$ cat src/rtl/seven_seg_pkg.sv
// rtl/seven_seg_pkg.sv - shared constants and anode-select helper for scanned seven-segment displays
package seven_seg_pkg;

  localparam int MAX_DIGITS = 8;

  localparam logic [MAX_DIGITS-1:0] DIGIT_OFF = '1;
  localparam logic                  DP_OFF    = 1'b1;

  // Active-low one-hot anode select for a digit index.
  function automatic logic [MAX_DIGITS-1:0] digit_sel(input logic [2:0] idx);
    return ~(MAX_DIGITS'(1) << idx);
  endfunction

endpackage

$ cat src/rtl/seven_seg_refresh_tick.sv
// rtl/seven_seg_refresh_tick.sv - free-running 0..REFRESH_DIV-1 counter; tick is high on the wrap cycle
module seven_seg_refresh_tick #(
  parameter int REFRESH_DIV = 100000,
  parameter int CNT_W       = $clog2(REFRESH_DIV)
) (
  input  logic clk,
  input  logic rst,
  output logic tick
);

  logic [CNT_W-1:0] cnt;

  assign tick = (cnt == CNT_W'(REFRESH_DIV - 1));

  always_ff @(posedge clk) begin
    if (rst) begin
      cnt <= '0;
    end else if (tick) begin
      cnt <= '0;
    end else begin
      cnt <= cnt + CNT_W'(1);
    end
  end

endmodule

$ cat src/rtl/seven_seg_scanner.sv
// rtl/seven_seg_scanner.sv - time-multiplexed digit scanner with shadow/active frame buffering
// Optional leading-zero anode blanking: define SEVEN_SEG_LEADING_ZERO_BLANK_EN.
module seven_seg_scanner
  import seven_seg_pkg::*;
#(
  parameter int DIGITS      = 4,
  parameter int REFRESH_DIV = 100000,
  parameter int CNT_W       = $clog2(REFRESH_DIV)
) (
  input  logic                  clk,
  input  logic                  rst,
  input  logic [4*DIGITS-1:0]   value,
  input  logic [DIGITS-1:0]     dp_mask,
  input  logic                  load,
  input  logic                  blank,
  output logic [3:0]            hex,
  output logic                  dp,
  output logic [DIGITS-1:0]     an,
  output logic                  frame_start
);

  localparam int                IDX_W  = (DIGITS > 1) ? $clog2(DIGITS) : 1;
  localparam logic [DIGITS-1:0] AN_OFF = DIGIT_OFF[DIGITS-1:0];

  logic                tick;
  logic                wrap;
  logic [IDX_W-1:0]    idx;
  logic [4*DIGITS-1:0] shadow_val;
  logic [4*DIGITS-1:0] active_val;
  logic [DIGITS-1:0]   shadow_dp;
  logic [DIGITS-1:0]   active_dp;
  logic                pending;
  logic                slot_first;

  logic [3:0]          hex_nxt;
  logic                dp_nxt;
  logic [DIGITS-1:0]   an_nxt;
  logic                suppress;
`ifdef SEVEN_SEG_LEADING_ZERO_BLANK_EN
  logic                zero_above;
`endif

  seven_seg_refresh_tick #(
    .REFRESH_DIV (REFRESH_DIV),
    .CNT_W       (CNT_W)
  ) u_tick (
    .clk  (clk),
    .rst  (rst),
    .tick (tick)
  );

  assign wrap = tick && (idx == IDX_W'(DIGITS - 1));

  always_comb begin
    suppress = 1'b0;
`ifdef SEVEN_SEG_LEADING_ZERO_BLANK_EN
    // Digit i is dark when it and every digit above it hold zero and it has no DP.
    zero_above = 1'b1;
    for (int i = DIGITS - 1; i >= 1; i--) begin
      zero_above = zero_above && (active_val[4*i +: 4] == 4'd0);
      if ((idx == IDX_W'(i)) && zero_above && !active_dp[i]) begin
        suppress = 1'b1;
      end
    end
`endif
    hex_nxt = active_val[4*idx +: 4];
    dp_nxt  = ~active_dp[idx];
    an_nxt  = DIGITS'(digit_sel(3'(idx)));
    if (blank || suppress) begin
      an_nxt = AN_OFF;
    end
  end

  always_ff @(posedge clk) begin
    if (rst) begin
      idx         <= '0;
      shadow_val  <= '0;
      shadow_dp   <= '0;
      active_val  <= '0;
      active_dp   <= '0;
      pending     <= 1'b0;
      slot_first  <= 1'b1;
      hex         <= 4'd0;
      dp          <= DP_OFF;
      an          <= AN_OFF;
      frame_start <= 1'b0;
    end else begin
      slot_first <= tick;
      if (tick) begin
        idx <= wrap ? '0 : idx + IDX_W'(1);
      end
      // A load on the swap tick still lands in shadow and keeps pending set.
      if (wrap && pending) begin
        active_val <= shadow_val;
        active_dp  <= shadow_dp;
      end
      if (load) begin
        shadow_val <= value;
        shadow_dp  <= dp_mask;
        pending    <= 1'b1;
      end else if (wrap) begin
        pending    <= 1'b0;
      end
      hex         <= hex_nxt;
      dp          <= dp_nxt;
      an          <= an_nxt;
      frame_start <= slot_first && (idx == '0);
    end
  end

endmodule

$ cat config.mk
export PLATFORM = sky130hd
export DESIGN_NAME = seven_seg_scanner
export DESIGN_NICKNAME = d
export VERILOG_FILES = /design/src/rtl/seven_seg_pkg.sv /design/src/rtl/seven_seg_refresh_tick.sv /design/src/rtl/seven_seg_scanner.sv
export SDC_FILE = /design/constraint.sdc
export NUM_CORES = 1
export LEC_CHECK = 0
export ABC_CLOCK_PERIOD_IN_PS = 1700
export CELL_PAD_IN_SITES_DETAIL_PLACEMENT = 0
export CELL_PAD_IN_SITES_GLOBAL_PLACEMENT = 2
export CORE_MARGIN = 5
export CORE_UTILIZATION = 30
export CTS_CLUSTER_SIZE = 14
export DETAILED_ROUTE_END_ITERATION = 10
export GPL_TIMING_DRIVEN = 0
export PLACE_DENSITY = 0.74
export SLEW_MARGIN = 20
export SYNTH_ARGS = -nofsm -noshare
export SYNTH_HDL_FRONTEND = slang
export SYNTH_HIERARCHICAL = 1
export SYNTH_SLANG_ARGS = --single-unit
$ cat constraint.sdc
create_clock -name clk -period 1.7 [get_ports clk]
set_clock_uncertainty 0.05 [all_clocks]
set_input_delay 0.17 -clock clk [delete_from_list [all_inputs] [get_ports clk]]
set_output_delay 0.17 -clock clk [all_outputs]
set_load 0.005 [all_outputs]
* Yosys cells after proc, flatten, opt, wreduce, memory -nomap -nowiden *
Index checks and enable logic that the tools add are counted.

word-level totals
  flip-flop bits (word level) = 71
  input port bits = 24
  word-level logic and storage cells = 33

cells by class
  bitwise logic cells = 2
  equality and inequality tests = 2
  shifts and indexed selects = 2
  reductions and logical operators = 7
  mux-type cells = 5
  add/sub/neg operators = 2
  $lt $le $gt $ge = 1

operators with widths
  operator               number
  $add 17x1->17 const B  1
  $eq 17x17->1 const B   1
  $shiftx 16x5->4        1
  $not 4->4              1
  $reduce_or 2->1        2
  $shl 1x2->4 const A    1
  $logic_and 1x1->1      3
  $lt 2x3->1 const B     1
  $mux 1                 3
  $add 2x1->2 const B    1
  $bmux 1 s2             1
  $eq 2x2->1 const B     1
  $logic_not 2->1        1
  $mux 2                 1
  $reduce_bool 2->1      1
  $not 1->1              1

* Longest topological paths before layout *
Gate-level depths: netlist (run 1).

  word-level depth = 4
  mapped depth = 8
  gate-level depth less buffers = 6

* Cells and area by module *
Netlist (run 1), hierarchy kept.

by module, submodules not included
  module                  seq. area each (µm²)  area each (µm²)  cells an instance  instances
  seven_seg_scanner       1081.0                2210.9           206                1
  seven_seg_refresh_tick  340.3                 797.0            88                 1

* Least setup slack after synthesis (run 1) *
OpenSTA, ideal clock, no wires.

  kind = register to register
  from = register u_tick.cnt[0]
  to = register active_dp[0]
  slack = -0.096 ns
  setup time = 0.072 ns
  arrival time = 1.675 ns
  clock period less this slack = 1.796 ns
  cell stages (with the launch flop) = 9
  buffers on the path = 2
  path through = dfxtp_1 > ha_1 > nand4_1 > nor2_1 > and3_1 > and3_1 > buf_6 > buf_12 > mux2i_1

on the way
  word-level cells in the longest chain between the ends = 3

ends and longest elaborated chain
  item                    line                          source
  start, declared         seven_seg_refresh_tick.sv:11  logic [CNT_W-1:0] cnt;
  start signal, assigned  seven_seg_refresh_tick.sv:21  cnt <= cnt + CNT_W'(1);
  $eq 17x17->1            seven_seg_refresh_tick.sv:13  assign tick = (cnt == CNT_W'(REFRESH_DIV - 1));
  via tick                seven_seg_scanner.sv:25       logic tick;
  $logic_and 1x1->1       seven_seg_scanner.sv:52       assign wrap = tick && (idx == IDX_W'(DIGITS - 1));
  $logic_and 1x1->1       seven_seg_scanner.sv:93       if (wrap && pending) begin
  end signal, assigned    seven_seg_scanner.sv:95       active_dp <= shadow_dp;
  end, declared           seven_seg_scanner.sv:31       logic [DIGITS-1:0] active_dp;

The timed path passes the listed nets, and every way through them passes these cells.
A chain may end at the register's enable or synchronous reset.

* Worst setup path after layout (run 1) *
  from = register u_tick.cnt[0]
  to = register u_tick.cnt[2]

on the way
  word-level cells in the longest chain between the ends = 2
  elaborated cells on any way between the ends = 3

ends and longest elaborated chain
  item
  parallel branches: the longest is 2 deep, another holds $add 17x1->17

Several ways; the timed one is not identified.

==> results of run 1 <==
[critical path, stage by stage, from the launching register on]
cell and delay [ns]:
dfxtp_4 0.35, ha_4 0.15, nand4_1 0.12, nor2_2 0.06
buf_4 0.13, buf_4 0.12, buf_4 0.12, a31o_2 0.20
buf_6 0.14, buf_8 0.14, nor2_2 0.09
[logic make-up (layout without fill, tap and decap cells)]
logic type | after synthesis | count (layout) | share of synthesized area
multiplexers | 50 | 50 | 0.171
AND/OR/NAND/NOR | 122 | 122 | 0.221
adder cells (fa/ha/maj) | 5 | 5 | 0.0208
XOR/XNOR | 13 | 13 | 0.0379
flip-flops | 71 | 71 | 0.473
buffers and inverters | 21 | 83 | 0.0499
AO/OA/AOI/OAI | 12 | 12 | 0.0270
[how the worst max path moves through the flow]
stage	startpoint	end	slack (ns)	cells after the start
5_1_grt	u_tick/cnt[0]	active_val[7]	-0.11	8
6_report	u_tick/cnt[0]	u_tick/cnt[2]	-0.04	10
3_5_place_dp	u_tick/cnt[2]	active_val[15]	-0.22	7
2_1_floorplan	u_tick/cnt[0]	active_dp[0]	0.03	8
4_1_cts	u_tick/cnt[0]	active_val[8]	-0.06	8
3_3_place_gp	u_tick/cnt[2]	active_val[6]	-0.20	7
[repair_timing]
action / CTS / global route
endpoints found under the setup margin: 29 / 33
setup buffers: 13 / 3
pin swaps: 6 / 6
resized for setup: 13 / 7
cloned: 2 / 0
hold buffers: 0 / 0
[state kept, by name, summed over array words and instances, names as in the netlist]
register and cells:
u_tick/cnt 17, active_val 16, shadow_val 16, active_dp 4, an 4, hex 4, shadow_dp 4, idx 2
dp 1, frame_start 1, pending 1, slot_first 1
[per-stage QoR]
step / TNS (ns) / hold slack, ns / total power [uW] / instance area [um2]
floorplan: 0 / 0.253 / 1880 / 3030
global placement: -3.94 / 0.360 / 1970 / 3520
detailed placement: -4.01 / 0.360 / 1980 / 3520
CTS: -0.505 / 0.131 / 3480 / 3910
global route: -2.34 / 0.166 / 3600 / 3910
finish: -0.463 / 0.152 / 3440 / 3910
[layout by cell type (no fill, tap or decap), drive strengths merged]
master,Yosys,final
clkbuf,5,15
nor3,4,4
o22ai,4,4
bufinv,0,2
inv,4,4
buf,12,26
xnor2,8,8
nand3,6,6
a21oi,3,3
mux4,1,1
nand4bb,1,1
o31ai,2,2
clkinv,0,4
ha,5,5
and4,2,2
and3,2,2
nand4,5,5
nand2b,43,43
o21ba,1,1
or3,1,1
nand2,9,9
or4,2,2
nor4,4,4
mux2i,49,49
clkdlybuf4s50,0,32
or3b,1,1
a21boi,1,1
a31o,1,1
nor2,40,40
xor2,5,5
or2,2,2
dfxtp,71,71
[final cells by class]
class	instances	share of cell area
multi-input combinational	202	0.378
clock inverter	6	0.0214
buffer	15	0.0314
timing repair buffer	48	0.121
inverter	4	0.00384
clock buffer	10	0.0352
sequential	71	0.367
tap	133	0.0425
[power groups by stage]
stage / logic [uW] / registers (uW) / clock network [uW]
6_report: 219 / 1730 / 1490
5_1_grt: 244 / 1730 / 1630
4_1_cts: 221 / 1730 / 1540
3_5_place_dp: 208 / 1770 / 0
3_3_place_gp: 206 / 1770 / 0
2_1_floorplan: 119 / 1760 / 0
[routing by layer]
metal	part of all wire	wire, um	track usage	vias up
met2	0.42	2700	0.165	46
met4	0.015	97	0.0422	0
met3	0.052	338	0.0361	7
li1	-	-	-	1109
met1	0.51	3320	0.170	992
met5	0	0	0	-
==> run metrics, run 1 <==
minimum clock period 1.74 ns; Tightest Pin Transition 0.367 ns; Final nets 380; CTS tree yes; CTS H-tree lvls 3; post-synth net total 323; clock slew at reported path FFs 0.07 ns; CTS Buffer Depth 2; Final Instance Count excl. Fillers 489; Post-synth ARST share 0; largest net degree at the start of global routing 13; status finished with violations; number of global-route vias before repair 2,124; syn avg cell area 10.2 um2; CP arrival 1.96 ns; Fillers 994; Final Core Density 0.400; total CTS buffers 9; worst r2r src u_tick/cnt[0]; hold path endpoint shadow_val[2]; DRT iter0 DRCs 111; synth cell count leaders 71 x dfxtp_1, 49 x mux2i_1, 42 x nand2b_1, 40 x nor2_1, 9 x nand2_1; Fin. Hold Viols 0; worst hold stages 3; area delta synth->final 30.0%; DIE WIDTH 110 um; Yosys cell types 36; clock network power share 0.435; routability congestion estimate 0.711; first drt pass iteration count 4; number of I/O pins 34; Reg2Reg Setup Slack -0.04 ns; Via-to-Cell Ratio 4.40; startpoint types register; register area share after synthesis 0.473; clock latency on the worst-skew pair 0.34 ns; Final period util 1.02; ant diodes 0; DP Wirelength 4.31 mm; Yosys reg bits 71; Synth Cell Area 3010 um2; placed instance count 459; ranking of synthesized cells by area dfxtp_1 47%, mux2i_1 16%, nand2b_1 8.7%; gr ovfl total 0; max-cap violations 0; share of layout cells above drive strength 1 0.183; Yosys Warn Count 6; initial antenna violation count 0; Core Rows 36; Max IR drop VDD 418 uV; Synth area leader dfxtp_1; Multi-input gate area 1480 um2; Die Ht 110 um; share of total power in combinational logic 0.064; pwr/cell area 879 nW/um2; first-pass GRT wire length 10.8 mm; hold_sp load; Worst Path Required 1.92 ns; RSZ-0062 raised after global routing yes; switching share of power 0.218; Final Setup Violations 20; drt wl/cell 13.2 um; violated checks negative setup slack; # clock sinks 71; sequential power share 0.502; sw power 748 uW; Tot GR Track Use 0.118; Worst Reg-to-Reg Cells 10; post-route worst setup slack -0.0421 ns; critical setup path kind reg2reg; internal power 2690 uW; DR DRC count 0; sequential cell area 1440 um2; post-synth top area share 0.473; predominant post-synthesis flop cell dfxtp_1; cells after synthesis 294; Worst Hold Class in2reg; Routed WL 6.46 mm; max-slew violation count 0; pre-CTS setup slack -0.222 ns; Via Count 2,154; most frequent cell after synthesis dfxtp_1; clock root buffer clkbuf_8; Crit Path Max Fanout 10; R2R Path End u_tick/cnt[2]; max_slew headroom 0.755; count of flip-flops with a built-in enable after synthesis 0; Max Freq 574 MHz; IO buf count 32; die area 12,100 um2; Leakage Power 0.00140 uW; crit path capture type register; DRT antenna net count 0; Initial Utilization 0.308; Placeable Area 9770 um2
(Power assumes the default switching activity.)
==> inputs of run 2 (changes only) <==
--- a/config.mk
+++ b/config.mk
@@ -10,10 +10,12 @@
 export CELL_PAD_IN_SITES_GLOBAL_PLACEMENT = 2
 export CORE_MARGIN = 5
 export CORE_UTILIZATION = 30
+export CTS_BUF_LIST = sky130_fd_sc_hd__clkbuf_8 sky130_fd_sc_hd__clkbuf_16
 export CTS_CLUSTER_SIZE = 14
 export DETAILED_ROUTE_END_ITERATION = 10
 export GPL_TIMING_DRIVEN = 0
-export PLACE_DENSITY = 0.74
+export PLACE_DENSITY_LB_ADDON = 0.1
+export RECOVER_POWER = 25
 export SLEW_MARGIN = 20
 export SYNTH_ARGS = -nofsm -noshare
 export SYNTH_HDL_FRONTEND = slang
==> run 2 against run 1 <==
Highest routed layer unchanged. Routed wire length shrank 0.73%. First-iteration DRC count shrank 49%. Fmax is essentially flat. Critical path depth shrank 3. Power shrank 1.4%. Critical endpoint is now idx[0]. Via count shrank 4.5%. The run still ends with negative setup slack left. Register-to-register slack is essentially flat. Combinational power shrank 3%.
==> run metrics, run 2 (same netlist as run 1, synthesis figures left out) <==
status finished with violations; violated checks negative setup slack; Via-to-Cell Ratio 4.28; placed instance count 459; gr ovfl total 0; max-slew violation count 0; DIE WIDTH 110 um; largest registers u_tick/cnt x17, active_val x16, shadow_val x16; initial antenna violation count 0; hold slack 0.132 ns; CP arrival 1.96 ns; Die Ht 110 um; Fin. Hold Viols 0; Tot GR Track Use 0.120; pwr/cell area 882 nW/um2; first drt pass iteration count 4; Worst Path Required 1.91 ns; Crit Path Max Fanout 3; CTS H-tree lvls 3; share of layout cells above drive strength 1 0.167; Final Setup Violations 14; Placeable Area 9770 um2; most frequent cells in the layout 65 x dfxtp_1, 49 x mux2i_1, 42 x nand2b_1, 39 x nor2_1, 31 x clkdlybuf4s50_1; first-pass GRT wire length 10.9 mm; Worst Reg-to-Reg Cells 7; Routed WL 6.41 mm; area delta synth->final 27.7%; worst hold stages 3; Reg2Reg Setup Slack -0.04 ns; DRT iter0 DRCs 57; worst r2r src u_tick/cnt[1]; clock root buffer clkbuf_8; Initial Utilization 0.308; hold path endpoint shadow_val[2]; IO buf count 32; critical setup path kind reg2reg; ant diodes 0; largest net degree at the start of global routing 13; RSZ-0062 raised after global routing yes; Core Rows 36; Max Freq 574 MHz; die area 12,100 um2; DR DRC count 0; register name with the most flops u_tick/cnt; number of I/O pins 34; post-route worst setup slack -0.0413 ns; CTS tree yes; Fillers 1,027; Final Instance Count excl. Fillers 481; Multi-input gate area 1500 um2; startpoint types register; CTS Buffer Depth 2; number of global-route vias before repair 2,140; clock slew at reported path FFs 0.07 ns; Final period util 1.02; clock latency on the worst-skew pair 0.34 ns; Max IR drop VDD 519 uV; DRT antenna net count 0; max_slew headroom 0.666; drt wl/cell 13.3 um; most common cell after layout, fill and taps aside dfxtp_1; minimum clock period 1.74 ns; R2R Path End idx[0]; DP Wirelength 4.42 mm; routability congestion estimate 0.732; Final nets 373; sequential cell area 1430 um2; Largest register FFs 17; # clock sinks 71; Via Count 2,058; Leakage Power 0.00136 uW; Worst Hold Class in2reg; crit path capture type register; Tightest Pin Transition 0.502 ns; max-cap violations 0; total CTS buffers 9; hold_sp load
## run 2: worst max path at each step
| stage | startpoint | to | slack (ns) | cells after the start |
|---|---|---|---|---|
| global placement | u_tick/cnt[2] | active_val[6] | -0.26 | 7 |
| global route | u_tick/cnt[1] | idx[0] | -0.12 | 7 |
| detailed placement | u_tick/cnt[2] | active_val[12] | -0.24 | 7 |
| floorplan | u_tick/cnt[0] | active_dp[0] | 0.03 | 8 |
| finish | u_tick/cnt[1] | idx[0] | -0.04 | 7 |
| CTS | u_tick/cnt[0] | active_val[12] | -0.10 | 8 |
## run 2: routing by layer
layer  GRT usage  wire [um]
met2       0.167       2620
met3      0.0425        305
met1       0.171       3440
met4      0.0369         44
met5           0          0
## run 2: layout make-up
type / instances / share of cell area
repair buffers: 41 / 0.107
plain buffers: 15 / 0.0267
flip-flops and latches: 71 / 0.373
inverters: 4 / 0.00391
well taps: 133 / 0.0433
clock buffers: 9 / 0.0322
clock inverters: 6 / 0.0225
multi-input cells: 202 / 0.392
## run 2: critical path, cell delays in order, from the launching register on
cell and delay [ns]:
dfxtp_2 0.35, ha_4 0.13, nand4_1 0.18, nor2_2 0.17, and3_4 0.20, buf_6 0.10
or3b_4 0.37, a21oi_2 0.12
## run 2: per-stage QoR
| step | TNS, ns | setup slack (ns) | area (um2) | power [uW] | utilization |
|---|---|---|---|---|---|
| finish | -0.163 | -0.0413 | 3840 | 3390 | 0.393 |
| global route | -1.51 | -0.115 | 3840 | 3560 | 0.393 |
| CTS | -1.14 | -0.103 | 3850 | 3460 | 0.393 |
| detailed placement | -4.94 | -0.238 | 3520 | 1980 | 0.360 |
| global placement | -6.05 | -0.263 | 3520 | 1980 | 0.360 |
| floorplan | 0 | 0.0327 | 3030 | 1880 | - |
## run 2: what timing repair did
action                     CTS  global route
gates cloned                 1             0
resized for setup            8            11
setup buffers               10             1
hold endpoints to repair     0             0
hold buffers                 0             0
setup endpoints to repair   31            31
pin swaps                    5             5
## run 2: report_power, final
part           switching (uW)  total, uW  internal (uW)
clock                     632       1450            815
combinational            90.1        213            123
sequential               25.2       1730           1700
==> inputs of run 3 (changes only) <==
--- a/config.mk
+++ b/config.mk
@@ -6,6 +6,7 @@
 export NUM_CORES = 1
 export LEC_CHECK = 0
 export ABC_CLOCK_PERIOD_IN_PS = 1700
+export CAP_MARGIN = 20
 export CELL_PAD_IN_SITES_DETAIL_PLACEMENT = 0
 export CELL_PAD_IN_SITES_GLOBAL_PLACEMENT = 2
 export CORE_MARGIN = 5
==> results of run 3 <==
The final DEF is identical to that of run 2; final timing and power are the same.
